`src/rtl/picosoc_iobus_pkg.sv`:
```
// picosoc_iobus_pkg: shared FSM states, status-slot offsets and counter width for the I/O bus.
package picosoc_iobus_pkg;
    typedef enum logic [1:0] {IDLE, ACTIVE, DONE} state_t;
    localparam int STAT_ERR_ADDR  = 0;
    localparam int STAT_ERR_COUNT = 4;
    localparam int ERR_COUNT_W    = 16;
endpackage

```
`src/rtl/picosoc_iobus_decode.sv`:
```
// picosoc_iobus_decode: combinational window match and slot classification of a bus address.
module picosoc_iobus_decode
    import picosoc_iobus_pkg::*;
#(
    parameter int          NUM_SLAVES = 4,
    parameter logic [31:0] BASE_ADDR  = 32'h0300_0000,
    parameter int          SLOT_LOG2  = 16,
    parameter int          IDX_W      = $clog2(NUM_SLAVES + 1)
) (
    input  logic [31:SLOT_LOG2] addr,
    output logic                in_window,
    output logic [IDX_W-1:0]    slot,
    output logic                is_slave,
    output logic                is_status,
    output logic                is_unmapped
);
    localparam int               HI = SLOT_LOG2 + IDX_W;
    localparam logic [IDX_W-1:0] NS = IDX_W'(NUM_SLAVES);

    assign in_window   = addr[31:HI] == BASE_ADDR[31:HI];
    assign slot        = addr[SLOT_LOG2 +: IDX_W];
    assign is_slave    = in_window && slot < NS;
    assign is_status   = in_window && slot == NS;
    assign is_unmapped = in_window && slot > NS;
endmodule

```
`src/rtl/picosoc_iobus.sv`:
```
// picosoc_iobus: registered single-outstanding I/O fabric with slot decode, timeout and error status slot.
module picosoc_iobus
    import picosoc_iobus_pkg::*;
#(
    parameter int          NUM_SLAVES     = 4,
    parameter logic [31:0] BASE_ADDR      = 32'h0300_0000,
    parameter int          SLOT_LOG2      = 16,
    parameter int          TIMEOUT_CYCLES = 255,
    parameter int          TO_W           = 8,
    parameter logic [31:0] ERR_RDATA      = 32'hFFFF_FFFF
) (
    input  logic                       clk,
    input  logic                       resetn,
    input  logic                       m_valid,
    output logic                       m_ready,
    input  logic [31:0]                m_addr,
    input  logic [3:0]                 m_wstrb,
    input  logic [31:0]                m_wdata,
    output logic [31:0]                m_rdata,
    output logic [NUM_SLAVES-1:0]      s_valid,
    input  logic [NUM_SLAVES-1:0]      s_ready,
    output logic [31:0]                s_addr,
    output logic [3:0]                 s_wstrb,
    output logic [31:0]                s_wdata,
    input  logic [32*NUM_SLAVES-1:0]   s_rdata,
    output logic                       err_irq
);
    localparam int IDX_W = $clog2(NUM_SLAVES + 1);

    state_t                  state, state_d;
    logic [TO_W-1:0]         cnt, cnt_d;
    logic [NUM_SLAVES-1:0]   s_valid_d;
    logic [31:0]             rdata_q, rdata_d, err_addr, err_addr_d, sel_rdata;
    logic [ERR_COUNT_W-1:0]  err_count, err_count_d, err_count_inc;
    logic                    err_q, err_d, latch, hit;
    logic                    in_window, is_slave, is_status, is_unmapped;
    logic [IDX_W-1:0]        slot;
    logic [SLOT_LOG2-1:0]    off;

    picosoc_iobus_decode #(
        .NUM_SLAVES(NUM_SLAVES),
        .BASE_ADDR (BASE_ADDR),
        .SLOT_LOG2 (SLOT_LOG2),
        .IDX_W     (IDX_W)
    ) u_decode (
        .addr       (m_addr[31:SLOT_LOG2]),
        .in_window  (in_window),
        .slot       (slot),
        .is_slave   (is_slave),
        .is_status  (is_status),
        .is_unmapped(is_unmapped)
    );

    assign off           = m_addr[SLOT_LOG2-1:0];
    assign hit           = |(s_ready & s_valid);
    assign err_count_inc = &err_count ? err_count : err_count + 1'b1;
    assign m_ready       = state == DONE;
    assign m_rdata       = m_ready ? rdata_q : '0;
    assign err_irq       = err_q;

    // s_valid is one-hot, so it doubles as the read-data select
    always_comb begin
        sel_rdata = '0;
        for (int i = 0; i < NUM_SLAVES; i++)
            if (s_valid[i]) sel_rdata |= s_rdata[32*i +: 32];
    end

    always_comb begin
        state_d     = state;
        cnt_d       = cnt;
        s_valid_d   = s_valid;
        rdata_d     = rdata_q;
        err_d       = 1'b0;
        err_addr_d  = err_addr;
        err_count_d = err_count;
        latch       = 1'b0;
        case (state)
            IDLE: if (m_valid && in_window) begin
                latch   = 1'b1;
                state_d = DONE;
                if (is_slave) begin
                    s_valid_d = NUM_SLAVES'(1) << slot;
                    cnt_d     = '0;
                    state_d   = ACTIVE;
                end else if (is_status) begin
                    rdata_d = m_wstrb != 4'b0 ? '0 :
                              off == SLOT_LOG2'(STAT_ERR_ADDR)  ? err_addr :
                              off == SLOT_LOG2'(STAT_ERR_COUNT) ? 32'(err_count) : '0;
                    if (m_wstrb != 4'b0 && off == SLOT_LOG2'(STAT_ERR_COUNT)) err_count_d = '0;
                end else if (is_unmapped) begin
                    err_d       = 1'b1;
                    err_addr_d  = m_addr;
                    err_count_d = err_count_inc;
                    rdata_d     = ERR_RDATA;
                end
            end
            ACTIVE: if (hit) begin
                rdata_d   = s_wstrb != 4'b0 ? '0 : sel_rdata;
                s_valid_d = '0;
                state_d   = DONE;
            end else if (cnt == TO_W'(TIMEOUT_CYCLES)) begin
                s_valid_d   = '0;
                err_d       = 1'b1;
                err_addr_d  = s_addr;
                err_count_d = err_count_inc;
                rdata_d     = ERR_RDATA;
                state_d     = DONE;
            end else begin
                cnt_d = cnt + 1'b1;
            end
            default: state_d = IDLE;
        endcase
    end

    always_ff @(posedge clk or negedge resetn) begin
        if (!resetn) begin
            state     <= IDLE;
            cnt       <= '0;
            s_valid   <= '0;
            s_addr    <= '0;
            s_wstrb   <= '0;
            s_wdata   <= '0;
            rdata_q   <= '0;
            err_q     <= 1'b0;
            err_addr  <= '0;
            err_count <= '0;
        end else begin
            state     <= state_d;
            cnt       <= cnt_d;
            s_valid   <= s_valid_d;
            rdata_q   <= rdata_d;
            err_q     <= err_d;
            err_addr  <= err_addr_d;
            err_count <= err_count_d;
            if (latch) begin
                s_addr  <= m_addr;
                s_wstrb <= m_wstrb;
                s_wdata <= m_wdata;
            end
        end
    end
endmodule

```
`config.mk`:
```
export PLATFORM = sky130hd
export DESIGN_NAME = picosoc_iobus
export DESIGN_NICKNAME = d
export VERILOG_FILES = /design/src/rtl/picosoc_iobus_pkg.sv /design/src/rtl/picosoc_iobus_decode.sv /design/src/rtl/picosoc_iobus.sv
export SDC_FILE = /design/constraint.sdc
export NUM_CORES = 1
export LEC_CHECK = 0
export BUFFER_PORTS_ARGS = -buffer_cell sky130_fd_sc_hd__buf_4
export CORE_AREA = 2 2 148 150
export DETAILED_ROUTE_END_ITERATION = 16
export DIE_AREA = 0 0 150 152
export PLACE_DENSITY_LB_ADDON = 0.3
export SETUP_SLACK_MARGIN = 0.15
export SYNTH_ARGS = -nofsm -noshare
export SYNTH_HDL_FRONTEND = slang
export SYNTH_SLANG_ARGS = --single-unit
export TNS_END_PERCENT = 10
```
`constraint.sdc`:
```
create_clock -name clk -period 4.6 [get_ports clk]
set_input_delay 1.15 -clock clk [delete_from_list [all_inputs] [get_ports clk]]
set_output_delay 1.15 -clock clk [all_outputs]
set_load 0.05 [all_outputs]
```
==> out/metrics.cfg, run 1 <==
[run_status]
run_status = complete, no violations

[cts]
numClockSinks = 163
cts_tree = yes
clk_root_buffer_cell = clkbuf_16
cts_inserted_buffers = 17
post_cts_hold_buffer_count = 0
worstSkewPairLatency_ps = 420
h-tree-depth = 4
cts_repair_resize_count = 0
cts_setup_buffers = 0
cts_buffer_depth = 2
clkSlewWorstSetupHoldPaths_ps = 70

[route]
route.antenna.remaining_nets = 0
drtPass1Iterations = 6
route.detailed.drc = 0
post_drt_wl_per_cell_um = 17.8
num_vias = 7843
postRouteWirelength_um = 25700
vias_per_cell = 5.42
initialDrtViolationCount = 411

[critical_path]
endpoint_kind_of_the_worst_setup_timing_path = primary output
worst_setup_path_start_kind = register
timing_worst_setup_path_type = register to primary output
critical_path_arrival_ps = 2350
critical_path_peak_fanout = 33
cp.required_ps = 3450
rr_worst_depth = 8

[placed_design]
hpwlAfterDp_um = 18900
dp_worst_setup_slack_ps = 1070
portBuffers = 308
gp_congestion = 0.857

[cells_and_area]
drive_gt1_frac = 0.372
nNetsFinal = 1360
final_cell_mix = buf_4, dfrtp_1, nand2_1, nor2_1, a22oi_1
n_antenna_cell = 0
area_growth_syn_to_layout_pct = 36.8
most_frequent_standard_cell_in_the_layout_excluding_fill_and_tap_cells = buf_4

[power]
p_comb_frac = 0.079
share_seq_of_total_power = 0.470
power.share.switching = 0.237
power_density_mw_per_mm2 = 266
vdd_drop_max_mv = 0.268
design_power_total_uw = 3060
leakage_uw = 0.00578
net-switching-power_uw = 724
clkPwrFrac = 0.451
intPower_uw = 2340

[grt]
grt-ovfl-total = 0
globalRouteMet1Util = 0.302
grt_usage = 0.225
global_route.peak_usage_layer = met2
grt_start_max_net_pins = 89
use_met2 = 0.359
first_global_vias = 7678
gr_layer_usage_met3 = 0.0517
initial_antenna_violation_count = 0
grt_pass1_wl_um = 40500

[logic_synthesis]
async_reset_ff_frac = 1.00
synth_cells = 882
ys_seq_elements = 163
synth_cell_type_count = 48
mappedNetlistArea_mm2 = 0.00840
yosysWarnings = 0
synth-seq-area-share = 0.486
ys.flop_type = dfrtp_1
synth_fp_nets = 1087
post_synth.cell_area_avg_um2 = 9.52
number_of_enable_type_register_cells_in_the_synthesized_netlist = 0

[floorplan]
num_rows = 54
initial_core_util = 0.393
die_height_um = 152
coreArea_mm2 = 0.0214
fp.dieArea_mm2 = 0.0228
chipWidth_um = 150
boundaryPins = 309

[sta]
timing.final.setup_violations = 0
max_slew.worst_pin.slew_ps = 1090
worst_hold_check_slack_ps = 473
min_period_over_period = 0.760
achievable_clock_frequency_mhz = 286
slew_headroom = 0.272
finalClockSkew_ps = 11.0
worst_setup_slack_final_ps = 1100
final-max-slew-violation-count = 0
finalHoldViolations = 0
grt_setup_unrepaired = no
timing.setup.tns_ps = 0
fin_crit_ps = 3500

[hold_path]
holdPathStages = 2
hp-class = register to register

[job]
max_cap_viol = 0

-- logic make-up after synthesis --
| group | after synthesis | share of synthesized area |
|---|---|---|
| AND/OR/NAND/NOR | 317 | 0.181 |
| AO/OA/AOI/OAI | 247 | 0.192 |
| flip-flops | 163 | 0.486 |
| buffers and inverters | 79 | 0.0413 |
| multiplexers | 74 | 0.0967 |
| adder cells (fa/ha/maj) | 2 | 0.00298 |
-- per-layer routing --
metal,vias up,wire length [µm]
li1,3732,-
met1,3749,11200
met2,326,12000
met3,36,2020
met4,0,555
met5,-,0
-- Yosys cell counts, types with 4 or more instances --
cell type,n,area share
mux2i_1,17,0.020
nand3_1,10,0.0060
a31oi_1,44,0.033
o31ai_2,10,0.015
nand4_1,9,0.0067
buf_2,24,0.014
mux2_2,57,0.076
and4_1,4,0.0042
o31ai_1,8,0.0072
and2_1,32,0.024
clkbuf_1,38,0.017
o22ai_1,17,0.013
nor2_1,84,0.038
dfrtp_1,163,0.49
a22oi_1,66,0.059
nor3_1,6,0.0036
nand2_1,125,0.056
and3_1,8,0.0060
nor4_1,5,0.0037
o21ai_0,33,0.020
nor2b_1,14,0.010
a21oi_1,58,0.035
inv_1,10,0.0045
-- power groups by stage --
stage               clock [µW]  combinational [µW]  sequential [µW]
global route              1470                 265             1440
floorplan                    0                49.9             1470
finish                    1380                 241             1440
global placement             0                 240             1470
detailed placement           0                 244             1470
CTS                       1410                 244             1440
-- worst paths after layout --
check                      slack (ps)                        end                    start
setup / recovery                 1100                 m_rdata[0]     state[1]$_DFFE_PN0P_
hold / removal                    470    rdata_q[13]$_DFFE_PN0P_  rdata_q[13]$_DFFE_PN0P_
setup reg to reg                 1860  err_count[15]$_DFFE_PN0P_     state[0]$_DFFE_PN0P_
hold reg to reg                   470    rdata_q[13]$_DFFE_PN0P_  rdata_q[13]$_DFFE_PN0P_
max in group asynchronous        2940          err_irq$_DFF_PN0_                   resetn
min in group asynchronous         790     s_addr[28]$_DFFE_PN0P_                   resetn
-- worst max-delay path: stages (launching register included) --
cell     delay, ps
dfrtp_1        510
nor2b_2        880
and2_1         300
buf_4          220
-- layout make-up --
cell class	count	area, µm²
tap	280	350
fill	1970	9860
clock inverter	15	149
sequential	163	4080
multi-input combinational	640	3980
inverter	10	37.5
timing repair buffer	323	2470
clock buffer	17	425
-- metrics by stage --
stage	instances	utilization	area, µm²
floorplan	882	-	8400
global route	1448	0.538	11500
detailed placement	1416	0.511	10900
finish	1448	0.538	11500
CTS	1448	0.538	11500
global placement	1416	0.511	10900
-- state kept, by name, summed over array words and instances (netlist names), 2 cells and up --
register / count
err_addr: 32
rdata_q: 32
s_addr: 32
s_wdata: 32
err_count: 16
cnt: 8
s_valid: 4
s_wstrb: 4
state: 2
No activity file was read; power rests on OpenSTA's default activity.
==> run 2, diff against run 1 <==
clock period = 2.8 ns   (was 4.6 ns; I/O delays follow)
==> run 2 against run 1 <==
Effect of this change: register-to-register slack lost 1400 ps; largest cell class unchanged; largest power group is now the clock network; critical path depth grew 1; combinational power grew 68%; highest routed layer unchanged; via count grew 0.22%; global-route usage grew 0.099 points; total power grew 70%; worst hold slack lost 220 ps; non-clock buffer count grew 10.
==> out/metrics.cfg, run 2 (synthesis gave the netlist of run 1 again) <==
[cells_and_area]
n_antenna_cell = 0
final_cell_mix = buf_4, dfrtp_1, nand2_1, nor2_1, a22oi_1
most_frequent_standard_cell_in_the_layout_excluding_fill_and_tap_cells = buf_4
area_growth_syn_to_layout_pct = 39.0
drive_gt1_frac = 0.377
nNetsFinal = 1370

[critical_path]
critical_path_peak_fanout = 33
critPathTopFamily = flip-flops
regToRegStartpoint = err_count[0]$_DFFE_PN0P_
bufs_and_invs_on_worst_path = 2
endpoint_kind_of_the_worst_setup_timing_path = primary output
worst_setup_path_start_kind = register
cp_slowest_cell = dfrtp_1
cp_common_cell = buf_4
critPathLaunch = state[1]$_DFFE_PN0P_
timing_worst_setup_path_type = register to primary output
cp.required_ps = 2100
critical_path_arrival_ps = 1860
cpPeakStageDelay_ps = 500
critical_path.cell_chain = nor2b_2 > buf_4 > and2_1 > buf_4

[grt]
globalRouteMet1Util = 0.303
gr_layer_usage_met3 = 0.0547
use_met2 = 0.366
grt_usage = 0.226
grt_pass1_wl_um = 40700
initial_antenna_violation_count = 0
first_global_vias = 7760
grt_start_max_net_pins = 69
grt-ovfl-total = 0
global_route.peak_usage_layer = met2

[hold_path]
hp-class = input port to async pin

[route]
vias_per_cell = 5.39
route.detailed.drc = 0
postRouteWirelength_um = 26100
route.antenna.remaining_nets = 0
post_drt_wl_per_cell_um = 17.9
initialDrtViolationCount = 328
drtPass1Iterations = 5
num_vias = 7860

[floorplan]
chipWidth_um = 150
fp.dieArea_mm2 = 0.0228
die_height_um = 152
num_rows = 54
initial_core_util = 0.393
boundaryPins = 309
coreArea_mm2 = 0.0214

[sta]
final-max-slew-violation-count = 0
slew_headroom = 0.477
timing.setup.tns_ps = 0
timing.final.setup_violations = 0
finalClockSkew_ps = 12.2
finalHoldViolations = 0
worst_hold_check_slack_ps = 252
fin_crit_ps = 2560
max_slew.worst_pin.slew_ps = 775
grt_setup_unrepaired = no
achievable_clock_frequency_mhz = 391
min_period_over_period = 0.914

[power]
vdd_drop_max_mv = 0.427
power_density_mw_per_mm2 = 446
leakage_uw = 0.00586

[job]
max_cap_viol = 0

[cts]
cts_inserted_buffers = 17
cts_setup_buffers = 0
clkSlewWorstSetupHoldPaths_ps = 70
worstSkewPairLatency_ps = 430
post_cts_hold_buffer_count = 0
numClockSinks = 163
cts_tree = yes
cts_buffer_depth = 2
clk_root_buffer_cell = clkbuf_16
h-tree-depth = 4
cts_repair_resize_count = 0

[placed_design]
gp_congestion = 0.839
hpwlAfterDp_um = 18900
portBuffers = 308

[run_status]
run_status = complete, no violations

[run 2: cell types whose count changed in the layout (fill, tap and decap cells not counted), sizes merged]
cell,delta
clkinv,-4
clkinvlp,+1
buf,+10
clkbuf,+4
bufinv,+2
inv,-3
[run 2: path summary, 6_finish.rpt]
| check | to | depth (start not counted) | slack, ps |
|---|---|---|---|
| setup / recovery | m_rdata[0] | 4 | 240 |
| setup reg to reg | err_count[11]$_DFFE_PN0P_ | 7 | 490 |
| min in group clk | rdata_q[8]$_DFFE_PN0P_ | 2 | 480 |
| hold / removal | s_wdata[3]$_DFFE_PN0P_ | 1 | 250 |
| max in group asynchronous | rdata_q[3]$_DFFE_PN0P_ | 2 | 1850 |
| hold reg to reg | rdata_q[8]$_DFFE_PN0P_ | 2 | 480 |
[run 2: per-stage QoR]
stage          instance area, µm²  total power (µW)  instances  setup WS (ps)   util
2_1_floorplan                8400              2500        882            312      -
3_3_place_gp                11000              2810       1426            233  0.518
3_5_place_dp                11000              2820       1426            172  0.518
4_1_cts                     11700              5260       1458            206  0.547
5_1_grt                     11700              5400       1458            152  0.547
6_report                    11700              5210       1458            240  0.547
[run 2: cell type report]
type | count | area (µm²)
flip-flops and latches | 163 | 4080
clock buffers | 21 | 470
well taps | 280 | 350
repair buffers | 333 | 2600
inverters | 10 | 37.5
fillers | 1991 | 9680
multi-input cells | 640 | 3980
clock inverters | 11 | 149
[run 2: routing by layer]
layer | part of all wire | vias to the layer above
met4 | 0.016 | 0
met2 | 0.47 | 305
met5 | 0 | -
met3 | 0.078 | 31
met1 | 0.44 | 3780
li1 | - | 3744
[run 2: power breakdown]
part | internal, µW | total [µW] | switching, µW
sequential | 2360 | 2360 | 3.29
clock | 1480 | 2440 | 961
combinational | 237 | 405 | 168
[run 2: worst reg2reg max path, delay by kind of cell (launching register included)]
kind / cells / cell delay, ps
simple gates: 4 / 1250
mux: 1 / 150
flops: 1 / 390
compound gates: 1 / 180
fa+ha+maj: 1 / 260
